<file path="src/rtl/ci_seq_pkg.sv">
// Shared definitions for the custom-instruction sequencer: opcodes, the
// sentinel result words and the control FSM state type.
package ci_seq_pkg;

    localparam logic [1:0] OP_PUSH  = 2'd0;
    localparam logic [1:0] OP_RUN   = 2'd1;
    localparam logic [1:0] OP_POP   = 2'd2;
    localparam logic [1:0] OP_CLEAR = 2'd3;

    localparam logic [31:0] ERR_FULL  = 32'hFFFF_FFFF;
    localparam logic [31:0] EMPTY_NAN = 32'h7FC0_0000;

    typedef enum logic [1:0] {
        ST_IDLE,
        ST_ACK,
        ST_RUN
    } ci_state_t;

endpackage

</file>
<file path="src/rtl/sync_fifo.sv">
// 32-bit synchronous FIFO with wrap-bit pointers, a synchronous flush and an
// occupancy count. The read port always shows the current head word.
module sync_fifo #(
    parameter int DEPTH = 8
) (
    input  logic                     clk_i,
    input  logic                     rst_ni,
    input  logic                     flush_i,
    input  logic                     wr_en_i,
    input  logic [31:0]              wr_data_i,
    input  logic                     rd_en_i,
    output logic [31:0]              rd_data_o,
    output logic                     full_o,
    output logic                     empty_o,
    output logic [$clog2(DEPTH):0]   count_o
);
    localparam int AW = $clog2(DEPTH);

    logic [31:0] mem_q [DEPTH];
    logic [AW:0] wr_ptr_q, wr_ptr_d;
    logic [AW:0] rd_ptr_q, rd_ptr_d;
    logic        do_wr, do_rd;

    assign full_o    = (wr_ptr_q[AW] != rd_ptr_q[AW]) &&
                       (wr_ptr_q[AW-1:0] == rd_ptr_q[AW-1:0]);
    assign empty_o   = (wr_ptr_q == rd_ptr_q);
    assign count_o   = wr_ptr_q - rd_ptr_q;
    assign rd_data_o = mem_q[rd_ptr_q[AW-1:0]];

    assign do_wr = wr_en_i && !full_o && !flush_i;
    assign do_rd = rd_en_i && !empty_o && !flush_i;

    always_comb begin
        wr_ptr_d = wr_ptr_q;
        rd_ptr_d = rd_ptr_q;
        if (flush_i) begin
            wr_ptr_d = '0;
            rd_ptr_d = '0;
        end else begin
            if (do_wr) wr_ptr_d = wr_ptr_q + 1'b1;
            if (do_rd) rd_ptr_d = rd_ptr_q + 1'b1;
        end
    end

    always_ff @(posedge clk_i or negedge rst_ni) begin
        if (!rst_ni) begin
            wr_ptr_q <= '0;
            rd_ptr_q <= '0;
        end else begin
            wr_ptr_q <= wr_ptr_d;
            rd_ptr_q <= rd_ptr_d;
        end
    end

    // Storage needs no reset: empty pointers make its contents unobservable.
    always_ff @(posedge clk_i) begin
        if (do_wr) mem_q[wr_ptr_q[AW-1:0]] <= wr_data_i;
    end

endmodule

</file>
<file path="src/rtl/cordic_ci_sequencer.sv">
// Nios II multicycle custom-instruction responder: batches operands, streams
// them through a fixed-latency pipeline and hands the results back one by one.
module cordic_ci_sequencer
    import ci_seq_pkg::*;
#(
    parameter int DEPTH   = 8,
    parameter int LATENCY = 16
) (
    input  logic        clock,
    input  logic        reset_n,
    input  logic        clk_en,
    input  logic        start,
    input  logic [1:0]  n,
    input  logic [31:0] dataa,
    output logic        done,
    output logic [31:0] result,
    output logic        pipe_en,
    output logic [31:0] pipe_dataa,
    input  logic [31:0] pipe_result
);
    localparam int CW = $clog2(DEPTH) + 1;

    ci_state_t          state_q, state_d;
    logic [1:0]         op_q, op_d;
    logic [31:0]        opnd_q, opnd_d;
    logic               done_q, done_d;
    logic [31:0]        result_q, result_d;
    logic [31:0]        pdata_q, pdata_d;
    logic               inj_q, inj_d;
    logic               issued_q, issued_d;
    logic [LATENCY-1:0] tag_q, tag_d;
    logic [CW-1:0]      k_q, k_d;

    logic          opf_flush, opf_wr, opf_rd, opf_full, opf_empty;
    logic [31:0]   opf_rdata;
    logic [CW-1:0] opf_count;
    logic          rsf_flush, rsf_wr, rsf_rd, rsf_full, rsf_empty;
    logic [31:0]   rsf_rdata;
    logic [CW-1:0] rsf_count;

    sync_fifo #(.DEPTH(DEPTH)) u_opnd_fifo (
        .clk_i     (clock),
        .rst_ni    (reset_n),
        .flush_i   (clk_en && opf_flush),
        .wr_en_i   (clk_en && opf_wr),
        .wr_data_i (opnd_q),
        .rd_en_i   (clk_en && opf_rd),
        .rd_data_o (opf_rdata),
        .full_o    (opf_full),
        .empty_o   (opf_empty),
        .count_o   (opf_count)
    );

    sync_fifo #(.DEPTH(DEPTH)) u_result_fifo (
        .clk_i     (clock),
        .rst_ni    (reset_n),
        .flush_i   (clk_en && rsf_flush),
        .wr_en_i   (clk_en && rsf_wr),
        .wr_data_i (pipe_result),
        .rd_en_i   (clk_en && rsf_rd),
        .rd_data_o (rsf_rdata),
        .full_o    (rsf_full),
        .empty_o   (rsf_empty),
        .count_o   (rsf_count)
    );

    assign pipe_en    = clk_en && (state_q == ST_RUN);
    assign pipe_dataa = pdata_q;
    assign done       = done_q;
    assign result     = result_q;

    always_comb begin
        state_d   = state_q;
        op_d      = op_q;
        opnd_d    = opnd_q;
        done_d    = 1'b0;
        result_d  = result_q;
        pdata_d   = pdata_q;
        inj_d     = inj_q;
        issued_d  = issued_q;
        tag_d     = tag_q;
        k_d       = k_q;
        opf_flush = 1'b0;
        opf_wr    = 1'b0;
        opf_rd    = 1'b0;
        rsf_flush = 1'b0;
        rsf_wr    = 1'b0;
        rsf_rd    = 1'b0;

        unique case (state_q)
            ST_IDLE: begin
                if (start) begin
                    op_d   = n;
                    opnd_d = dataa;
                    // First operand is loaded while entering RUN so the pipe sees it at E1.
                    if (n == OP_RUN && !opf_empty) begin
                        state_d   = ST_RUN;
                        k_d       = opf_count;
                        rsf_flush = 1'b1;
                        pdata_d   = opf_rdata;
                        opf_rd    = 1'b1;
                        inj_d     = 1'b1;
                    end else begin
                        state_d = ST_ACK;
                    end
                end
            end

            ST_ACK: begin
                state_d = ST_IDLE;
                done_d  = 1'b1;
                unique case (op_q)
                    OP_PUSH: begin
                        if (!opf_full) begin
                            opf_wr   = 1'b1;
                            result_d = 32'(opf_count) + 32'd1;
                        end else begin
                            result_d = ERR_FULL;
                        end
                    end
                    OP_POP: begin
                        if (!rsf_empty) begin
                            rsf_rd   = 1'b1;
                            result_d = rsf_rdata;
                        end else begin
                            result_d = EMPTY_NAN;
                        end
                    end
                    OP_CLEAR: begin
                        opf_flush = 1'b1;
                        rsf_flush = 1'b1;
                        tag_d     = '0;
                        result_d  = '0;
                    end
                    default: result_d = '0;
                endcase
            end

            ST_RUN: begin
                // issued_q marks the operand the pipe took at the previous edge.
                tag_d    = tag_q << 1;
                tag_d[0] = issued_q;
                issued_d = inj_q;
                if (!opf_empty) begin
                    pdata_d = opf_rdata;
                    opf_rd  = 1'b1;
                    inj_d   = 1'b1;
                end else begin
                    inj_d = 1'b0;
                end
                if (tag_q[LATENCY-1] && !rsf_full) begin
                    rsf_wr = 1'b1;
                    if (CW'(rsf_count + CW'(1)) == k_q) begin
                        done_d   = 1'b1;
                        result_d = 32'(k_q);
                        state_d  = ST_IDLE;
                    end
                end
            end

            default: state_d = ST_IDLE;
        endcase
    end

    always_ff @(posedge clock or negedge reset_n) begin
        if (!reset_n) begin
            state_q  <= ST_IDLE;
            op_q     <= OP_PUSH;
            opnd_q   <= '0;
            done_q   <= 1'b0;
            result_q <= '0;
            pdata_q  <= '0;
            inj_q    <= 1'b0;
            issued_q <= 1'b0;
            tag_q    <= '0;
            k_q      <= '0;
        end else if (clk_en) begin
            state_q  <= state_d;
            op_q     <= op_d;
            opnd_q   <= opnd_d;
            done_q   <= done_d;
            result_q <= result_d;
            pdata_q  <= pdata_d;
            inj_q    <= inj_d;
            issued_q <= issued_d;
            tag_q    <= tag_d;
            k_q      <= k_d;
        end
    end

endmodule

</file>
<file path="config.mk">
export PLATFORM = sky130hd
export DESIGN_NAME = cordic_ci_sequencer
export DESIGN_NICKNAME = d
export VERILOG_FILES = /design/src/rtl/ci_seq_pkg.sv /design/src/rtl/sync_fifo.sv /design/src/rtl/cordic_ci_sequencer.sv
export SDC_FILE = /design/constraint.sdc
export NUM_CORES = 1
export LEC_CHECK = 0
export CORE_UTILIZATION = 30
export CTS_BUF_LIST = sky130_fd_sc_hd__clkbuf_8
export CTS_CLUSTER_DIAMETER = 120
export DETAILED_ROUTE_END_ITERATION = 6
export MAX_ROUTING_LAYER = met4
export PLACE_DENSITY_LB_ADDON = 0.08
export SETUP_SLACK_MARGIN = 0.4
export SLEW_MARGIN = 20
export SYNTH_ARGS = -nofsm -noshare
export SYNTH_HDL_FRONTEND = slang
export SYNTH_SLANG_ARGS = --single-unit
</file>
<file path="constraint.sdc">
create_clock -name clock -period 6.45 [get_ports clock]
set_input_delay 1.29 -clock clock [delete_from_list [all_inputs] [get_ports clock]]
set_output_delay 1.29 -clock clock [all_outputs]
set_load 0.005 [all_outputs]
</file>
Word-level counts from Yosys, hierarchy flattened. Memories as Yosys holds them, arrays and structs flattened. Index checks and enable logic that the tools add are counted.

Register bits: 139. Latch bits: 0. Bits in writable memories: 512. Bits in read-only memories: 0. Input port bits: 70. Memories: 2.

Add/sub/neg operators: 8. $mul: 0. Divide/modulo/power cells: 0. Order comparisons: 0. Eq/ne operators: 18. Shift operators: 0. Multiplexer cells: 50. Bitwise logic cells: 0. Reductions and logical operators: 41.

Memory list: u_opnd_fifo.mem_q (depth 8, bits a word 32, read ports 1, clocked after memory_dff 0, wr ports 1, RTL line sync_fifo.sv:19) `logic [31:0] mem_q [DEPTH];`; u_result_fifo.mem_q (depth 8, bits a word 32, read ports 1, clocked after memory_dff 0, wr ports 1, RTL line sync_fifo.sv:19).

Operator list (number): 2-to-1 mux 32 bit (7); one-hot mux 32 bit (2 select lines) (3); 2-to-1 mux 4 bit (8); one-hot mux 16 bit (2 select lines) (1); 2-to-1 mux 1 bit (21); adder 4 x 1 -> 4 bit (second input constant) (5); logical AND 1 bit (19); 2-to-1 mux 16 bit (1); AND reduction 4 bit (4); == test 4 bit (3); nonzero test 2 bit (6); 2-to-1 mux 2 bit (4); one-hot mux 1 bit (2 select lines) (4); subtractor 4 bit (2); == test 2 bit (second input constant) (3); == test 3 bit (2); logical NOT 1 bit (6); inequality test 2 x 1 -> 1 bit (second input constant) (3); inequality test 2 bit (second input constant) (3); AND reduction 3 bit (2); adder 4 x 1 -> 5 bit (second input constant) (1); AND reduction 5 bit (1); == test 2 x 1 -> 1 bit (second input constant) (2); logical NOT 2 bit (2); 3 further kinds (4).

Longest topological paths before layout. Gate-level depths: netlist of run 1.

Depth in word-level cells: 11. Mapped depth: 14. Gate-level depth less buffers: 11.

Modules after synthesis. A second synthesis of run 1 with hierarchy kept.

Cells, all modules: 1464. Area, all modules: 25818.5 um^2.

Modules (own cells, without submodules): sync_fifo (u_opnd_fifo) (times used 1, cells each 506, area an instance 10243.6 um^2); sync_fifo (u_result_fifo) (times used 1, cells each 505, area an instance 10238.6 um^2); cordic_ci_sequencer (times used 1, cells each 453, area an instance 5336.4 um^2).

Worst setup path after synthesis of run 1. Ideal clock, no wire load.

Path kind: register -> register. Start point: register u_opnd_fifo.rd_ptr_q[1]. End point: memory u_result_fifo.mem_q[4][0] (enable). Arrival time: 5.761 ns. Path slack: 0.175 ns. Cell stages (with the launch flop): 11. Period minus slack after synthesis: 6.275 ns. Cell sequence: dfrtp_1 buf_1 buf_1 inv_1 ha_1 and3_4 a21oi_1 nand2b_1 clkbuf_1 nand3_1 nor4b_1.

Word-level cells in the longest chain between the ends: 11.

Ends and longest elaborated chain: from (decl) (RTL line sync_fifo.sv:21) `logic [AW:0] rd_ptr_q, rd_ptr_d;`; from (signal assigned) (RTL line sync_fifo.sv:51) `rd_ptr_q <= rd_ptr_d;`; == test 4 bit (RTL line sync_fifo.sv:26) `assign empty_o = (wr_ptr_q == rd_ptr_q);`; logical NOT 1 bit (RTL line cordic_ci_sequencer.sv:96) `if (n == OP_RUN && !opf_empty) begin`; logical AND 1 bit (RTL line cordic_ci_sequencer.sv:96); 2-to-1 mux 1 bit (RTL line cordic_ci_sequencer.sv:96); 2-to-1 mux 1 bit (RTL line cordic_ci_sequencer.sv:92) `if (start) begin`; one-hot mux 1 bit (2 select lines) (RTL line cordic_ci_sequencer.sv:90) `unique case (state_q)`; logical AND 1 bit (RTL line cordic_ci_sequencer.sv:57) `.flush_i (clk_en && rsf_flush),`; logical NOT 1 bit (RTL line sync_fifo.sv:30) `assign do_wr = wr_en_i && !full_o && !flush_i;`; logical AND 1 bit (RTL line sync_fifo.sv:30); 2-to-1 mux 1 bit (RTL line sync_fifo.sv:57) `if (do_wr) mem_q[wr_ptr_q[AW-1:0]] <= wr_data_i;`; 2-to-1 mux 1 bit (implied by the code) (RTL line sync_fifo.sv:57); to (decl) (RTL line sync_fifo.sv:19).

No other way between the ends.

Final worst setup path of run 1.
Start point: input port clk_en. End point: output port pipe_en.

Word-level cells in the longest chain between the ends: 1.

Ends and longest elaborated chain: from (decl) (RTL line cordic_ci_sequencer.sv:11) `input logic clk_en,`; logical AND 1 bit (RTL line cordic_ci_sequencer.sv:67) `assign pipe_en = clk_en && (state_q == ST_RUN);`; to (decl) (RTL line cordic_ci_sequencer.sv:17) `output logic pipe_en,`.

No other way between the ends.

==> metrics, run 1 <==
Final GP Congestion=0.735; antenna violations before repair=4; Levels on crit path=4; Yosys warning count=0; worst endpoint required time=5.16 ns; placed cell count=2619; final setup fails=0; RR Startpoint=u_result_fifo.rd_ptr_q[0]; fin crit period=4.60 ns; unrepaired setup endpoints after global routing=false; largest net degree at the start of global routing=66; pre-CTS WS=1.70 ns; Unique masters post-synth=64; overall via count from detail_route=13100; Worst Reg-to-Reg Cells=7; num rows=106; Post-DP HPWL=36800 µm; Worst R2R End=u_result_fifo.mem_q[7][27]; CTS root buffer=clkbuf_8; clock latency on the worst-skew pair=0.71 ns; clock skew=0.0324 ns; fmax=0.217 GHz; final hold viol count=0; Area Growth Syn to Fin=19.8%; final non-filler cell total=2836; commonest non-fill, non-tap cell in the layout=edfxtp_1; IO Pins=136; most frequent CP cell=clkdlybuf4s50_1; Longest Clk Path Bufs=3; Die ar.=86400 µm²; grt ovf=0; hold slack final=0.477 ns; count of buffers from port buffering=135; async set-reset flop share out of synthesis=0.214; synthesized area=25600 µm²; Crit. Startpoint=clk_en; remaining antenna violation count=0; Max Cap Violations=0; Die W=294 µm; Worst Path Arrival=3.31 ns; vias in the first global route=14300; Slowest Stage Delay on Critical Path=0.95 ns; Final Max Slew Viols=0; Initial Util=0.304; CP Capture Point=pipe_en; Largest delay share family, worst path=buffers and inverters; reg2reg setup slack=2.51 ns; global-route wire length before repair=92200 µm; post-route setup TNS=0 ns; drt drc=0; wire per inst=21.5 µm; Startpoint Class=input pin; peak supply drop=0.236 mV; WP buf/inv=3; Die Span Y=294 µm; #FFs+latches synth=651; sequential share of the synthesized area=0.738; commonest non-fill, non-tap cells in the layout=edfxtp_1, dfrtp_1, clkdlybuf4s50_1; main flop type after synthesis=edfxtp_1; clk slew on worst S/H paths=0.05 ns; CP cell instances=clkdlybuf4s50_1 > nand2_1 > inv_1 > clkdlybuf4s50_1; Slew HR=0.352; clock net sink count=651; CTS Buf Count=113; EDFF count, synth=512; HP Class=flop to flop; post-CTS resize count=0; # nets final=1687; critical path endpoint category=output port; DRT Wirelength=61100 µm; status=complete, no violations; fin worst setup slack=1.85 ns; Post-CTS Setup Inserts=0; Mapped Cells=1391; Pre-antenna DRT Iters=4; TritonCTS clock tree=yes; synthesized net count=1478; H-tree depth=3; Slew @ Worst Pin=0.972 ns; Synth Area per Inst=18.4 µm²; final period utilization=0.713; share of cells above drive strength 1=0.216; Design Power=12400 µW; Slowest cell on crit path=clkdlybuf4s50_1; critical path peak fanout=14; CP Class=input pin to output port; GRT Total Usage=0.148; Core Area=84000 µm²; 1st-iter DRT viols=585; post-DR vias/cell=4.62; Power Density=406 nW/µm²; cts hold-fix bufs=0; leak pwr=0.0107 µW
## worst register-to-register path, delay by kind of cell, from the launching register on
kind / cells / cell delay (ns)
AND/OR/NAND/NOR: 3 / 1.25
buffers and inverters: 2 / 0.52
flip-flops: 1 / 0.94
AO/OA/AOI/OAI: 1 / 0.52
adder cells (fa/ha/maj): 1 / 0.35
## worst min-delay path by stage
stage / from / endpoint / slack (ns) / depth (start not counted)
after floorplan: inj_q / inj_q / 0.44 / 2
after detailed placement: result[19] / result[19] / 0.47 / 1
after global routing: result[19] / result[19] / 0.50 / 1
final: pipe_dataa[3] / pipe_dataa[3] / 0.48 / 2
after CTS: reset_n / opnd_q[11] / 0.48 / 1
after global placement: pipe_dataa[13] / pipe_dataa[13] / 0.46 / 2
## synth_stat cells, types with 4 or more instances
master       n  area, µm²
nor2_1      31        116
buf_2       21        105
mux2i_1     79        791
o2bb2ai_1    5       43.8
nand2b_1     6       37.5
nand4_1      4       25.0
nor2b_1      4       25.0
mux4_2     109       2450
o21ai_1      4       20.0
nand2_1    114        428
buf_1       12       45.0
edfxtp_1   512      15400
inv_1       19       71.3
a21oi_1      9       45.0
nand3_1      7       35.0
xnor2_1     11       96.3
xor2_1       7       61.3
o211ai_1    22        165
a31oi_1     10       62.6
mux2_1       4       45.0
a21o_1      21        158
buf_4        7       52.6
o21ai_0     58        290
ha_1        15        188
nor3_1       5       25.0
a2111oi_0   18        158
mux2_4       4       60.1
a22oi_1     18        135
o221ai_1     4       35.0
mux2_2      35        394
dfrtp_1    139       3480
clkbuf_1    36        135
## routing by layer
layer,vias up,wire length [µm],GRT usage
met5,-,0,-
met4,0,1530,0.0498
met3,103,2300,0.0286
met2,248,30700,0.245
met1,6781,26600,0.181
li1,5972,-,-
## layout make-up
class | count | area [µm²]
clock buffer | 120 | 1650
inverter | 21 | 78.8
tap | 1134 | 1420
timing repair buffer | 172 | 1630
clock inverter | 92 | 568
sequential | 651 | 18900
antenna | 5 | 12.5
fill | 7897 | 53300
multi-input combinational | 641 | 6400
## cell families after synthesis
group                      count (synthesis)  share of synthesized area
buffers and inverters                     99                     0.0169
xor gates and xnor gates                  20                    0.00769
AOI/OAI and AO/OA                        187                     0.0508
DFF                                      651                      0.738
adders and majority gates                 17                    0.00891
and+or+nand+nor                          186                     0.0315
muxes                                    231                      0.147
## flip-flops by register name (all words and copies together), names as in the netlist, 16 cells and up
signal,flops
u_opnd_fifo.mem_q,256
u_result_fifo.mem_q,256
opnd_q,32
pipe_dataa,32
result,32
tag_q,16
## metrics by stage
stage	utilization	instance area, µm²
final	0.365	30600
after CTS	0.365	30600
after detailed placement	0.338	28400
after floorplan	-	25600
after global routing	0.365	30600
after global placement	0.338	28400
## report_power, final
| part | leakage, µW | switching [µW] | internal [µW] | total (µW) |
|---|---|---|---|---|
| sequential | 0.00639 | 582 | 5150 | 5730 |
| combinational | 0.00302 | 1540 | 1500 | 3030 |
| clock | 0.00132 | 1700 | 1970 | 3670 |
Note: power is estimated with default switching activity, not from simulation.
==> inputs of run 2 (changes only) <==
==> constraint.sdc (replaced) <==
create_clock -name clock -period 4.32 [get_ports clock]
set_input_delay 0.864 -clock clock [delete_from_list [all_inputs] [get_ports clock]]
set_output_delay 0.864 -clock clock [all_outputs]
set_load 0.005 [all_outputs]
==> metrics, run 2 (synthesis results as in run 1) <==
# nets final=1701 (+0.83%); Final Max Slew Viols=0 (unchanged); Area Growth Syn to Fin=21.1%; cts hold-fix bufs=0 (unchanged); final period utilization=0.825; num rows=106 (unchanged); count of buffers from port buffering=135 (unchanged); Max Cap Violations=0 (unchanged); post-CTS resize count=0 (unchanged); clock latency on the worst-skew pair=0.72 ns (about the same); critical path peak fanout=18 (+4); vias in the first global route=14500 (+1.6%); wire per inst=22.1 µm (+2.5%); Initial Util=0.304 (unchanged); CP Class=flop to flop; fin crit period=3.57 ns; CTS root buffer=clkbuf_8; worst endpoint required time=4.96 ns (-0.20 ns); commonest non-fill, non-tap cells in the layout=edfxtp_1, dfrtp_1, clkdlybuf4s50_1; peak supply drop=0.400 mV (+69%); clock net sink count=651 (unchanged); Die ar.=86400 µm² (unchanged); Core Area=84000 µm² (unchanged); Longest Clk Path Bufs=3 (unchanged); HP Class=input pin to asynchronous set/reset pin; fmax=0.280 GHz; critical path endpoint category=flop; pre-CTS WS=0.640 ns (-1.06 ns); Post-DP HPWL=37000 µm (+0.70%); CTS Buf Count=115 (+1.8%); H-tree depth=3 (unchanged); drt drc=0 (unchanged); antenna violations before repair=3 (-1); unrepaired setup endpoints after global routing=false; Pre-antenna DRT Iters=5 (+1); post-DR vias/cell=4.67 (+1.0%); Die Span Y=294 µm (unchanged); global-route wire length before repair=94500 µm (+2.5%); status=complete, no violations; final hold viol count=0 (unchanged); Final GP Congestion=0.771 (+4.9%); DRT Wirelength=62900 µm (+3.0%); TritonCTS clock tree=yes; Slew @ Worst Pin=0.894 ns (-0.0783 ns); Die W=294 µm (unchanged); Worst Path Arrival=4.21 ns (+0.90 ns); largest net degree at the start of global routing=85 (+29%); Post-CTS Setup Inserts=0 (unchanged); Startpoint Class=flop; leak pwr=0.0109 µW (+1.2%); remaining antenna violation count=0 (unchanged); share of cells above drive strength 1=0.219 (+0.00298); final setup fails=0 (unchanged); post-route setup TNS=0 ns (unchanged); clk slew on worst S/H paths=0.06 ns (about the same); GRT Total Usage=0.153 (+0.00472); overall via count from detail_route=13300 (+1.6%); Fillers=7864 (-0.42%); Slew HR=0.403 (+0.0507); fin worst setup slack=0.755 ns (-1.09 ns); grt ovf=0 (unchanged); clock skew=0.0255 ns (-0.00693 ns); Design Power=18700 µW (+50%); Power Density=604 nW/µm² (+49%); IO Pins=136 (unchanged); commonest non-fill, non-tap cell in the layout=edfxtp_1; 1st-iter DRT viols=693 (+18%)
run 2: worst max-delay path, stage by stage, from the launching register on:
cell and delay [ns]:
dfrtp_1 0.66, inv_1 0.25, ha_1 0.35, inv_1 0.06, ha_1 0.13, inv_1 0.05, fa_1 0.42, xnor3_1 0.19
xnor2_1 0.32, nor3_4 0.12, o21ai_4 0.47, buf_4 0.32, a21o_1 0.14
run 2: per-layer routing:
| metal | part of all wire | up-vias | GRT usage |
|---|---|---|---|
| met1 | 0.45 | 6944 | 0.193 |
| met3 | 0.036 | 110 | 0.0274 |
| li1 | - | 5988 | - |
| met5 | 0 | - | - |
| met2 | 0.49 | 269 | 0.248 |
| met4 | 0.024 | 0 | 0.0502 |
run 2: report_power, final:
part | switching [µW] | total [µW] | leakage, µW | internal [µW]
combinational | 2480 | 4760 | 0.00311 | 2280
sequential | 776 | 8470 | 0.00639 | 7690
clock | 2520 | 5470 | 0.00136 | 2950
total | 5780 | 18700 | 0.0109 | 12900
run 2: final timing paths:
| path | from | end | slack [ns] | cells past startpoint |
|---|---|---|---|---|
| max | u_result_fifo.wr_ptr_q[1] | result[16] | 0.75 | 12 |
| min | reset_n | opnd_q[11] | 0.16 | 1 |
| max reg2reg | u_result_fifo.wr_ptr_q[1] | result[16] | 0.75 | 12 |
| min reg2reg | pipe_dataa[15] | pipe_dataa[15] | 0.48 | 2 |
| max in group asynchronous | reset_n | opnd_q[26] | 3.21 | 2 |
| min in group clock | pipe_dataa[15] | pipe_dataa[15] | 0.48 | 2 |
run 2: through the flow:
stage / hold slack [ns] / std cells / utilization / instance area, µm²
6_report: 0.163 / 2851 / 0.369 / 31000
5_1_grt: 0.190 / 2851 / 0.369 / 31000
4_1_cts: 0.130 / 2848 / 0.368 / 30900
3_5_place_dp: 0.470 / 2630 / 0.342 / 28700
3_3_place_gp: 0.463 / 2630 / 0.342 / 28700
2_1_floorplan: 0.443 / 1391 / - / 25700
run 2: final cells by class:
| type | count | area [µm²] | area share |
|---|---|---|---|
| flip-flops and latches | 651 | 18900 | 0.609 |
| inverters | 21 | 78.8 | 0.00255 |
| clock inverters | 86 | 435 | 0.0141 |
| clock buffers | 132 | 1820 | 0.0587 |
| repair buffers | 184 | 1880 | 0.0608 |
| well taps | 1134 | 1420 | 0.0458 |
| diodes | 2 | 5.00 | 0.000162 |
| multi-input cells | 641 | 6460 | 0.209 |
